$ cat src/rtl/blksched_pkg.sv
// Shared definitions for the block_check_scheduler slice: FSM state
// encoding, ASCII constants used by benches, default parameters and a
// pointer-width helper.
package blksched_pkg;

    localparam int N_REQ_DEF   = 2;
    localparam int TIMEOUT_DEF = 64;

    localparam logic [2:0] ST_IDLE   = 3'd0;
    localparam logic [2:0] ST_CLR    = 3'd1;
    localparam logic [2:0] ST_STREAM = 3'd2;
    localparam logic [2:0] ST_SAMPLE = 3'd3;
    localparam logic [2:0] ST_DONE   = 3'd4;

    typedef enum logic [2:0] {
        IDLE   = ST_IDLE,
        CLR    = ST_CLR,
        STREAM = ST_STREAM,
        SAMPLE = ST_SAMPLE,
        DONE   = ST_DONE
    } state_t;

    localparam logic [7:0] CH_SPACE = 8'h20;
    localparam logic [7:0] CH_B     = 8'h62;
    localparam logic [7:0] CH_E     = 8'h65;
    localparam logic [7:0] CH_G     = 8'h67;
    localparam logic [7:0] CH_I     = 8'h69;
    localparam logic [7:0] CH_N     = 8'h6e;
    localparam logic [7:0] CH_D     = 8'h64;

    // Width of an index into n requesters (at least one bit)
    function automatic int ptr_w(input int n);
        return (n > 1) ? $clog2(n) : 1;
    endfunction

endpackage

$ cat src/rtl/rr_arbiter.sv
// Combinational round-robin pick: first set req bit at or after ptr,
// searching circularly. Output is one-hot, or zero when req is empty.
module rr_arbiter
    import blksched_pkg::*;
#(
    parameter int N  = 2,
    parameter int PW = ptr_w(N)
) (
    input  logic [N-1:0]  req,
    input  logic [PW-1:0] ptr,
    output logic [N-1:0]  gnt
);

    logic          found;
    logic [PW-1:0] idx;

    // Circular priority search starting at ptr
    always_comb begin
        gnt   = '0;
        found = 1'b0;
        idx   = '0;
        for (int k = 0; k < N; k++) begin
            idx = PW'((int'(ptr) + k) % N);
            if (!found && req[idx]) begin
                gnt[idx] = 1'b1;
                found    = 1'b1;
            end
        end
    end

endmodule

$ cat src/rtl/block_check_scheduler.sv
// Shares one begin/end checker between N_REQ character-stream requesters.
// Round-robin session grant, checker clear, character forwarding under
// valid/ready, verdict sampling and return to the owner.
// Optional feature macro: BLKSCHED_TIMEOUT_EN (idle-stream abort with err).
module block_check_scheduler
    import blksched_pkg::*;
#(
    parameter int N_REQ          = N_REQ_DEF,
    parameter int TIMEOUT_CYCLES = TIMEOUT_DEF
) (
    input  logic                 clk,
    input  logic                 reset,
    input  logic [N_REQ-1:0]     req,
    input  logic [8*N_REQ-1:0]   ch_data,
    input  logic [N_REQ-1:0]     ch_valid,
    input  logic [N_REQ-1:0]     ch_last,
    output logic [N_REQ-1:0]     ch_ready,
    output logic [N_REQ-1:0]     grant,
    output logic [N_REQ-1:0]     done,
    output logic [N_REQ-1:0]     pass,
    output logic [N_REQ-1:0]     err,
    output logic [7:0]           chk_data,
    output logic                 chk_en,
    output logic                 chk_rst,
    input  logic                 chk_result
);

    localparam int PW = ptr_w(N_REQ);

    if (N_REQ < 2 || N_REQ > 8 || TIMEOUT_CYCLES < 1) begin : g_bad_cfg
        $error("block_check_scheduler: unsupported N_REQ/TIMEOUT_CYCLES");
    end

    state_t            state;
    logic [PW-1:0]     rr_ptr;
    logic [PW-1:0]     g_idx;
    logic [PW-1:0]     sel_idx;
    logic [PW-1:0]     nxt_ptr;
    logic [N_REQ-1:0]  arb_gnt;
    logic              hs;

    rr_arbiter #(.N(N_REQ), .PW(PW)) u_arb (
        .req (req),
        .ptr (rr_ptr),
        .gnt (arb_gnt)
    );

    // One-hot arbiter result to owner index
    always_comb begin
        sel_idx = '0;
        for (int k = 0; k < N_REQ; k++)
            if (arb_gnt[k]) sel_idx = PW'(k);
    end

    assign nxt_ptr = (g_idx == PW'(N_REQ - 1)) ? '0 : g_idx + 1'b1;
    assign hs      = (state == STREAM) && ch_valid[g_idx];

    // Characters pass straight through; nothing is injected while the owner idles
    assign chk_en   = hs;
    assign chk_data = hs ? ch_data[g_idx*8 +: 8] : 8'h00;
    assign chk_rst  = reset | (state == CLR);

    // Only the owner sees ready, and only while streaming
    always_comb begin
        ch_ready = '0;
        if (state == STREAM) ch_ready[g_idx] = 1'b1;
    end

`ifdef BLKSCHED_TIMEOUT_EN
    localparam int TW = $clog2(TIMEOUT_CYCLES + 1);
    logic [TW-1:0] tcnt;
`else
    assign err = '0;
`endif

    // Session FSM with registered grant/done/pass (and err when enabled)
    always_ff @(posedge clk or posedge reset) begin
        if (reset) begin
            state  <= IDLE;
            rr_ptr <= '0;
            g_idx  <= '0;
            grant  <= '0;
            done   <= '0;
            pass   <= '0;
`ifdef BLKSCHED_TIMEOUT_EN
            err    <= '0;
            tcnt   <= '0;
`endif
        end else begin
            done <= '0;
            case (state)
                IDLE: begin
                    if (|req) begin
                        grant <= arb_gnt;
                        g_idx <= sel_idx;
                        state <= CLR;
                    end
                end
                CLR: begin
`ifdef BLKSCHED_TIMEOUT_EN
                    tcnt <= '0;
`endif
                    if (!req[g_idx]) begin
                        grant  <= '0;
                        rr_ptr <= nxt_ptr;
                        state  <= IDLE;
                    end else begin
                        state <= STREAM;
                    end
                end
                STREAM: begin
                    if (!req[g_idx]) begin
                        grant  <= '0;
                        rr_ptr <= nxt_ptr;
                        state  <= IDLE;
                    end else if (hs) begin
`ifdef BLKSCHED_TIMEOUT_EN
                        tcnt <= '0;
`endif
                        if (ch_last[g_idx]) state <= SAMPLE;
                    end
`ifdef BLKSCHED_TIMEOUT_EN
                    else if (tcnt == TW'(TIMEOUT_CYCLES - 1)) begin
                        pass[g_idx] <= 1'b0;
                        err[g_idx]  <= 1'b1;
                        done[g_idx] <= 1'b1;
                        state       <= DONE;
                    end else begin
                        tcnt <= tcnt + 1'b1;
                    end
`endif
                end
                SAMPLE: begin
                    pass[g_idx] <= chk_result;
                    done[g_idx] <= 1'b1;
`ifdef BLKSCHED_TIMEOUT_EN
                    err[g_idx]  <= 1'b0;
`endif
                    state <= DONE;
                end
                DONE: begin
                    grant  <= '0;
                    rr_ptr <= nxt_ptr;
                    state  <= IDLE;
                end
                default: state <= IDLE;
            endcase
        end
    end

endmodule
$ cat config.mk
export PLATFORM = sky130hd
export DESIGN_NAME = block_check_scheduler
export DESIGN_NICKNAME = d
export VERILOG_FILES = /design/src/rtl/blksched_pkg.sv /design/src/rtl/rr_arbiter.sv /design/src/rtl/block_check_scheduler.sv
export SDC_FILE = /design/constraint.sdc
export NUM_CORES = 1
export LEC_CHECK = 0
export ABC_AREA = 1
export CORE_ASPECT_RATIO = 0.8
export CORE_UTILIZATION = 36
export CTS_CLUSTER_DIAMETER = 120
export DETAILED_ROUTE_END_ITERATION = 8
export PLACE_DENSITY_LB_ADDON = 0.15
export SYNTH_ARGS = -nofsm -noshare
export SYNTH_HDL_FRONTEND = slang
export SYNTH_SLANG_ARGS = --single-unit
$ cat constraint.sdc
create_clock -name clk -period 1.3 [get_ports clk]
set_input_delay 0.26 -clock clk [delete_from_list [all_inputs] [get_ports clk]]
set_output_delay 0.26 -clock clk [all_outputs]
set_load 0.05 [all_outputs]
==> PnR_summary.wiki, run 1 <==
{| class="wikitable"
! Metric !! Value
|-
| Power density of the placed cells || 2140 nW/um^2
|-
| Reg2reg setup slack || -0.12 ns
|-
| Highest clock frequency the design can meet || 610 MHz
|-
| Post-Place Worst Slack || -0.303 ns
|-
| Fin cells || 196
|-
| Proportion of power drawn by the clock network || 0.064
|-
| TNS Setup || -4.09 ns
|-
| H-tree depth || 1
|-
| Startpoint Class || register
|-
| Final setup margin || -0.339 ns
|-
| Max rail drop VDD || 2360 uV
|-
| First-pass GRT wire length || 4.05 mm
|-
| Initial core utilization || 0.387
|-
| Count of cells along the worst register-to-register path || 11
|-
| Net Switching || 1.85 mW
|-
| Final estimated routing congestion in global placement || 0.838
|-
| Number of sinks on the clock net || 11
|-
| Tightest hold margin || 0.328 ns
|-
| Detailed route wirelength on metal2 || 1.32 mm
|-
| Drt total wl || 2.57 mm
|-
| Syn Std Cell Area || 739 um^2
|-
| DRC violation count after routing || 0
|-
| Clock Skew || 0.00157 ns
|-
| Unrepaired setup endpoints after global routing || true
|-
| Part of the total power dissipated in sequential elements || 0.179
|-
| Maximum fanout along the worst path || 5
|-
| Cell count after synthesis || 110
|-
| Total of hold buffers inserted after clock tree synthesis || 0
|-
| Total power consumption of the routed design || 3.68 mW
|-
| Total internal power || 1.83 mW
|-
| Max-slew violation count || 0
|-
| Post-DP HPWL || 1.91 mm
|-
| Net switching share of the total power || 0.503
|-
| Endpoint of the worst-slack reg-to-reg timing path || grant[0]
|-
| Sequential cell area || 278 um^2
|-
| CTS tree || done
|-
| Number of distinct library cell variants in the gate-level netlist after synthesis || 20
|-
| Antenna violations before repair || 0
|-
| Fraction of the cycle the final worst path needs || 1.26
|-
| Leading cell type in the layout, fill and taps excluded || nand2_1
|-
| Design area || 1720 um^2
|-
| Per-cell via count in the routed design || 4.79
|-
| Total of endpoints with negative setup slack in the final report || 17
|-
| Ports || 45
|-
| Data arrival at the endpoint of the critical path || 1.38 ns
|-
| Clock root cell || clkbuf_4
|-
| Area Growth Syn to Fin || 132%
|-
| Maximum number of pins on one net before global-route repair || 12
|-
| Share of synthesized area occupied by flip-flops and latches || 0.372
|-
| Global route total overflow || 0
|-
| Start of the worst register-to-register path || state[2]
|-
| Leak pwr || 0.766 nW
|-
| Total number of vias || 938
|-
| Placed Area || 1550 um^2
|-
| Detail Route Antenna Nets || 0
|-
| Fraction of final layout cells with drive strength greater than 1 || 0.465
|-
| Placed insts || 184
|-
| Worst-path cell chain || inv_2, nand3_4, inv_4, nand2_8, a21oi_4, buf_12
|-
| Number of buffers created by CTS || 3
|-
| Violated checks || setup timing
|-
| Outcome || finished with violations
|-
| Crit path capture || chk_data[3]
|-
| Core outline area || 1910 um^2
|-
| Cell with the largest stage delay on the worst path || dfrtp_1
|-
| Utilization of the core after routing || 0.900
|-
| Worst Setup End Kind || output pin
|-
| Num rows || 14
|-
| ANT cells || 0
|-
| Combinational share of power || 0.757
|-
| Critical Path Source || state[2]
|-
| CTS clk-pin slew, worst paths || 0.07 ns
|-
| Classification of the worst setup path || reg -> out
|-
| Final number of hold-violating endpoints || 0
|-
| Initial DRT Pass Iterations || 4
|-
| Met1 Wirelength || 1.05 mm
|-
| Clock network latency to the later pin of the worst-skew pair || 0.27 ns
|-
| Via count of the first global-routing pass || 1002
|-
| Highest routing layer actually used || met4
|-
| Avg Inst Size Synth || 6.72 um^2
|-
| Count of port buffers added during placement || 42
|-
| Iter 0 DRT Violations || 14
|-
| Area enclosed by the die boundary || 2240 um^2
|-
| #FFs+latches synth || 11
|-
| GRT Util Overall || 0.246
|-
| # nets final || 198
|-
| Area used by multi-input combinational logic || 574 um^2
|-
| Delay of the slowest cell on the worst path || 0.41 ns
|-
| Required time at the endpoint of the critical path || 1.04 ns
|-
| Top library cells by usage in the layout, fill and taps aside || nand2_1 (34), clkdlybuf4s50_1 (24), buf_4 (17), buf_12 (17), dfrtp_1 (9)
|-
| Min-Delay Path Class || in -> async
|-
| Post-DR wirelength/cell || 13.1 um
|-
| Wire length on met3 || 120 um
|-
| CTS max path bufs || 2
|-
| Yosys warnings || 0
|-
| Die width || 52.7 um
|-
| Maximum Capacitance Violations || 0
|-
| Y dimension of the die || 42.5 um
|-
| Minimum clock period after layout || 1.64 ns
|-
| Fill cell count || 81
|}
==> area by class of cell <==
class	count	share of cell area
Timing Repair Buffer	61	0.434
Tap cell	24	0.0175
Sequential cell	11	0.162
Clock buffer	4	0.0153
Multi-Input combinational cell	81	0.334
Inverter	15	0.0378
==> routing by layer <==
| layer | up-vias | GRT usage |
|---|---|---|
| met3 | 10 | 0.0688 |
| met1 | 437 | 0.260 |
| li1 | 460 | - |
| met4 | 0 | 0.0737 |
| met5 | - | 0 |
| met2 | 31 | 0.461 |
==> synthesized netlist by cell type <==
master    instances  area share
o21ai_1           2       0.014
nand2_1          43        0.22
a21oi_1          10       0.068
dfrtp_1          11        0.37
buf_6             2       0.030
inv_2             3       0.015
nor2_4            1       0.015
o211ai_1          1       0.010
nor2_1            8       0.041
nand3_1           3       0.020
o21ai_0           1      0.0068
o21ai_2           1       0.012
nand2_2           1      0.0085
nor2_2            3       0.025
nand3_2           3       0.041
conb_1            1      0.0051
o21a_1            1       0.010
buf_4             2       0.020
inv_1            12       0.061
buf_2             1      0.0068
==> power by group through the flow <==
| stage | Clock, mW | Sequential [mW] | Combinational (mW) |
|---|---|---|---|
| finish | 0.234 | 0.659 | 2.79 |
| global route | 0.257 | 0.671 | 2.94 |
| CTS | 0.242 | 0.650 | 2.69 |
| detailed placement | 0 | 0.651 | 2.33 |
| global placement | 0 | 0.639 | 2.27 |
| floorplan | 0 | 0.797 | 1.25 |
==> worst min path at each step <==
stage               cells after the start  slack, ns   start       end
floorplan                               1       0.12   reset   done[0]
global placement                        2       0.51  rr_ptr    rr_ptr
detailed placement                      2       0.53  rr_ptr    rr_ptr
CTS                                     3       0.33   reset  state[2]
global route                            3       0.37   reset  state[0]
finish                                  3       0.33   reset  state[1]
==> flip-flops by register name, indices dropped and copies added, names as in the netlist <==
signal  flops
pass        2
done        2
g_idx       1
rr_ptr      1
state       3
grant       2
==> worst max-delay path, delay by kind of cell, from the launching register on <==
family,cells,cell delay [ns]
AO/OA/AOI/OAI,1,0.14
AND/OR/NAND/NOR,2,0.19
buffers and inverters,3,0.36
flip-flops,1,0.41
==> kinds of logic (layout without fill, tap and decap cells) <==
logic type,Yosys count,after routing,synth area share
buf+inv,20,80,0.134
simple gates,62,63,0.369
flops,11,11,0.372
compound gates,16,16,0.120
other cells,1,2,0.00507
==> timing repair <==
| item | CTS | global route |
|---|---|---|
| buffers inserted | 7 | 1 |
| endpoints found under the setup margin | 14 | 17 |
| resized for setup | 18 | 5 |
| gates cloned | 1 | 0 |
| pin swaps | 5 | 6 |
Note: power is estimated with default switching activity, not from simulation.
==> inputs of run 2 (changes only) <==
--- a/config.mk
+++ b/config.mk
@@ -7,10 +7,11 @@
 export LEC_CHECK = 0
 export ABC_AREA = 1
 export CORE_ASPECT_RATIO = 0.8
-export CORE_UTILIZATION = 36
+export CORE_UTILIZATION = 30
 export CTS_CLUSTER_DIAMETER = 120
 export DETAILED_ROUTE_END_ITERATION = 8
 export PLACE_DENSITY_LB_ADDON = 0.15
+export REMOVE_ABC_BUFFERS = 1
 export SYNTH_ARGS = -nofsm -noshare
 export SYNTH_HDL_FRONTEND = slang
 export SYNTH_SLANG_ARGS = --single-unit
==> PnR_summary.wiki, run 2 (synthesized netlist as in run 1, its figures left out) <==
{| class="wikitable"
! Metric !! Value
|-
| Outcome || finished with violations
|-
| Violated checks || DRC, setup timing
|-
| CTS clk-pin slew, worst paths || 0.08 ns
|-
| Y dimension of the die || 46.4 um
|-
| Initial DRT Pass Iterations || 5
|-
| Cell with the largest stage delay on the worst path || dfrtp_2
|-
| Iter 0 DRT Violations || 19
|-
| Startpoint Class || register
|-
| # nets final || 194
|-
| Max rail drop VDD || 1350 uV
|-
| Max-slew violation count || 0
|-
| Core outline area || 2230 um^2
|-
| Post-DP HPWL || 1.93 mm
|-
| Maximum fanout along the worst path || 10
|-
| Critical path buffers and inverters || 3
|-
| Family with the most delay on the worst path || flip-flops
|-
| Num rows || 15
|-
| Maximum Capacitance Violations || 0
|-
| H-tree depth || 1
|-
| CTS tree || done
|-
| Initial core utilization || 0.331
|-
| Clock Skew || 0.00398 ns
|-
| Delay of the slowest cell on the worst path || 0.45 ns
|-
| CTS max path bufs || 2
|-
| Number of sinks on the clock net || 11
|-
| Total power consumption of the routed design || 3.89 mW
|-
| Minimum clock period after layout || 1.68 ns
|-
| Antenna violations before repair || 0
|-
| Maximum number of pins on one net before global-route repair || 15
|-
| Count of port buffers added during placement || 42
|-
| GRT Util Overall || 0.208
|-
| Total number of vias || 928
|-
| Classification of the worst setup path || reg -> out
|-
| Global route total overflow || 0
|-
| ANT cells || 0
|-
| Required time at the endpoint of the critical path || 1.04 ns
|-
| Worst-path cell chain || inv_2, buf_6, nand2_1, a21oi_4, buf_12
|-
| Drt total wl || 2.85 mm
|-
| Final estimated routing congestion in global placement || 0.787
|-
| Final setup margin || -0.384 ns
|-
| Top library cells by usage in the layout, fill and taps aside || nand2_1 (34), clkdlybuf4s50_1 (24), buf_12 (18), dfrtp_1 (10)
|-
| Data arrival at the endpoint of the critical path || 1.42 ns
|-
| Min-Delay Path Class || in -> async
|-
| Area Growth Syn to Fin || 136%
|-
| Fraction of final layout cells with drive strength greater than 1 || 0.464
|-
| First-pass GRT wire length || 4.02 mm
|-
| Detail Route Antenna Nets || 0
|-
| Post-DR wirelength/cell || 14.8 um
|-
| Clock network latency to the later pin of the worst-skew pair || 0.28 ns
|-
| Leading cell type in the layout, fill and taps excluded || nand2_1
|-
| Number of buffers created by CTS || 3
|-
| Clock root cell || clkbuf_4
|-
| Flip-flop count of the largest register after layout || 3
|-
| Total of endpoints with negative setup slack in the final report || 12
|-
| Fraction of the cycle the final worst path needs || 1.30
|-
| Tightest hold margin || 0.350 ns
|-
| Highest clock frequency the design can meet || 594 MHz
|-
| Power density of the placed cells || 2230 nW/um^2
|-
| DRC violation count after routing || 1
|-
| Per-cell via count in the routed design || 4.81
|-
| Largest reg by FF count || state
|-
| Worst Setup End Kind || output pin
|-
| Area enclosed by the die boundary || 2670 um^2
|-
| Ports || 45
|-
| Unrepaired setup endpoints after global routing || true
|-
| Leak pwr || 0.789 nW
|-
| Via count of the first global-routing pass || 840
|-
| Die width || 57.5 um
|-
| Final number of hold-violating endpoints || 0
|-
| Total of hold buffers inserted after clock tree synthesis || 0
|}
==> run 2: final timing paths <==
kind                       depth (start not counted)          end  startpoint  slack [ns]
setup / recovery                                   5  chk_data[4]       g_idx       -0.38
hold / removal                                     3       rr_ptr       reset        0.35
setup reg to reg                                   8     grant[0]    state[1]        0.02
hold reg to reg                                    2       rr_ptr      rr_ptr        0.52
max in group asynchronous                          3        g_idx       reset        0.79
min in group clk                                   2       rr_ptr      rr_ptr        0.52
==> run 2: cell type report <==
cell class	count	area [um^2]
repair buffers	57	739
multi-input cells	81	608
fillers	145	489
flip-flops and latches	11	277
inverters	15	61.3
well taps	25	31.3
clock buffers	3	22.5
clock inverters	1	5.00
==> run 2: worst reg2reg max path: cells and delay by family, from the launching register on <==
| kind | cells | cell delay (ns) |
|---|---|---|
| buf+inv | 2 | 0.28 |
| simple gates | 6 | 0.46 |
| flops | 1 | 0.44 |
==> run 2: timing repair <==
item | in CTS | in global routing
setup endpoints to repair | 12 | 17
resized for setup | 32 | 30
cloned | 1 | 0
pin swaps | 4 | 9
buffers inserted | 3 | 2
==> run 2: stage by stage <==
step | util | setup WS [ns] | instances | setup TNS, ns | instance area, um^2
floorplan | - | -0.725 | 106 | -6.70 | 701
global placement | 0.634 | -0.368 | 184 | -3.40 | 1420
detailed placement | 0.634 | -0.444 | 184 | -3.96 | 1420
CTS | 0.723 | -0.358 | 192 | -4.05 | 1620
global route | 0.781 | -0.422 | 193 | -4.60 | 1740
finish | 0.781 | -0.384 | 193 | -3.84 | 1740
==> run 2: metal layers <==
layer / vias up / wire length (um) / GRT usage
li1: 453 / - / -
met2: 20 / 1530 / 0.351
met1: 449 / 1170 / 0.278
met4: 0 / 75 / 0.0732
met5: - / 0 / 0
met3: 6 / 71 / 0.0253
==> run 2: where the power goes <==
part,switching (mW),internal (mW),leakage [nW]
combinational,1.71,1.31,0.633
sequential,0.141,0.485,0.138
clock,0.136,0.114,0.0177
total,1.99,1.91,0.789
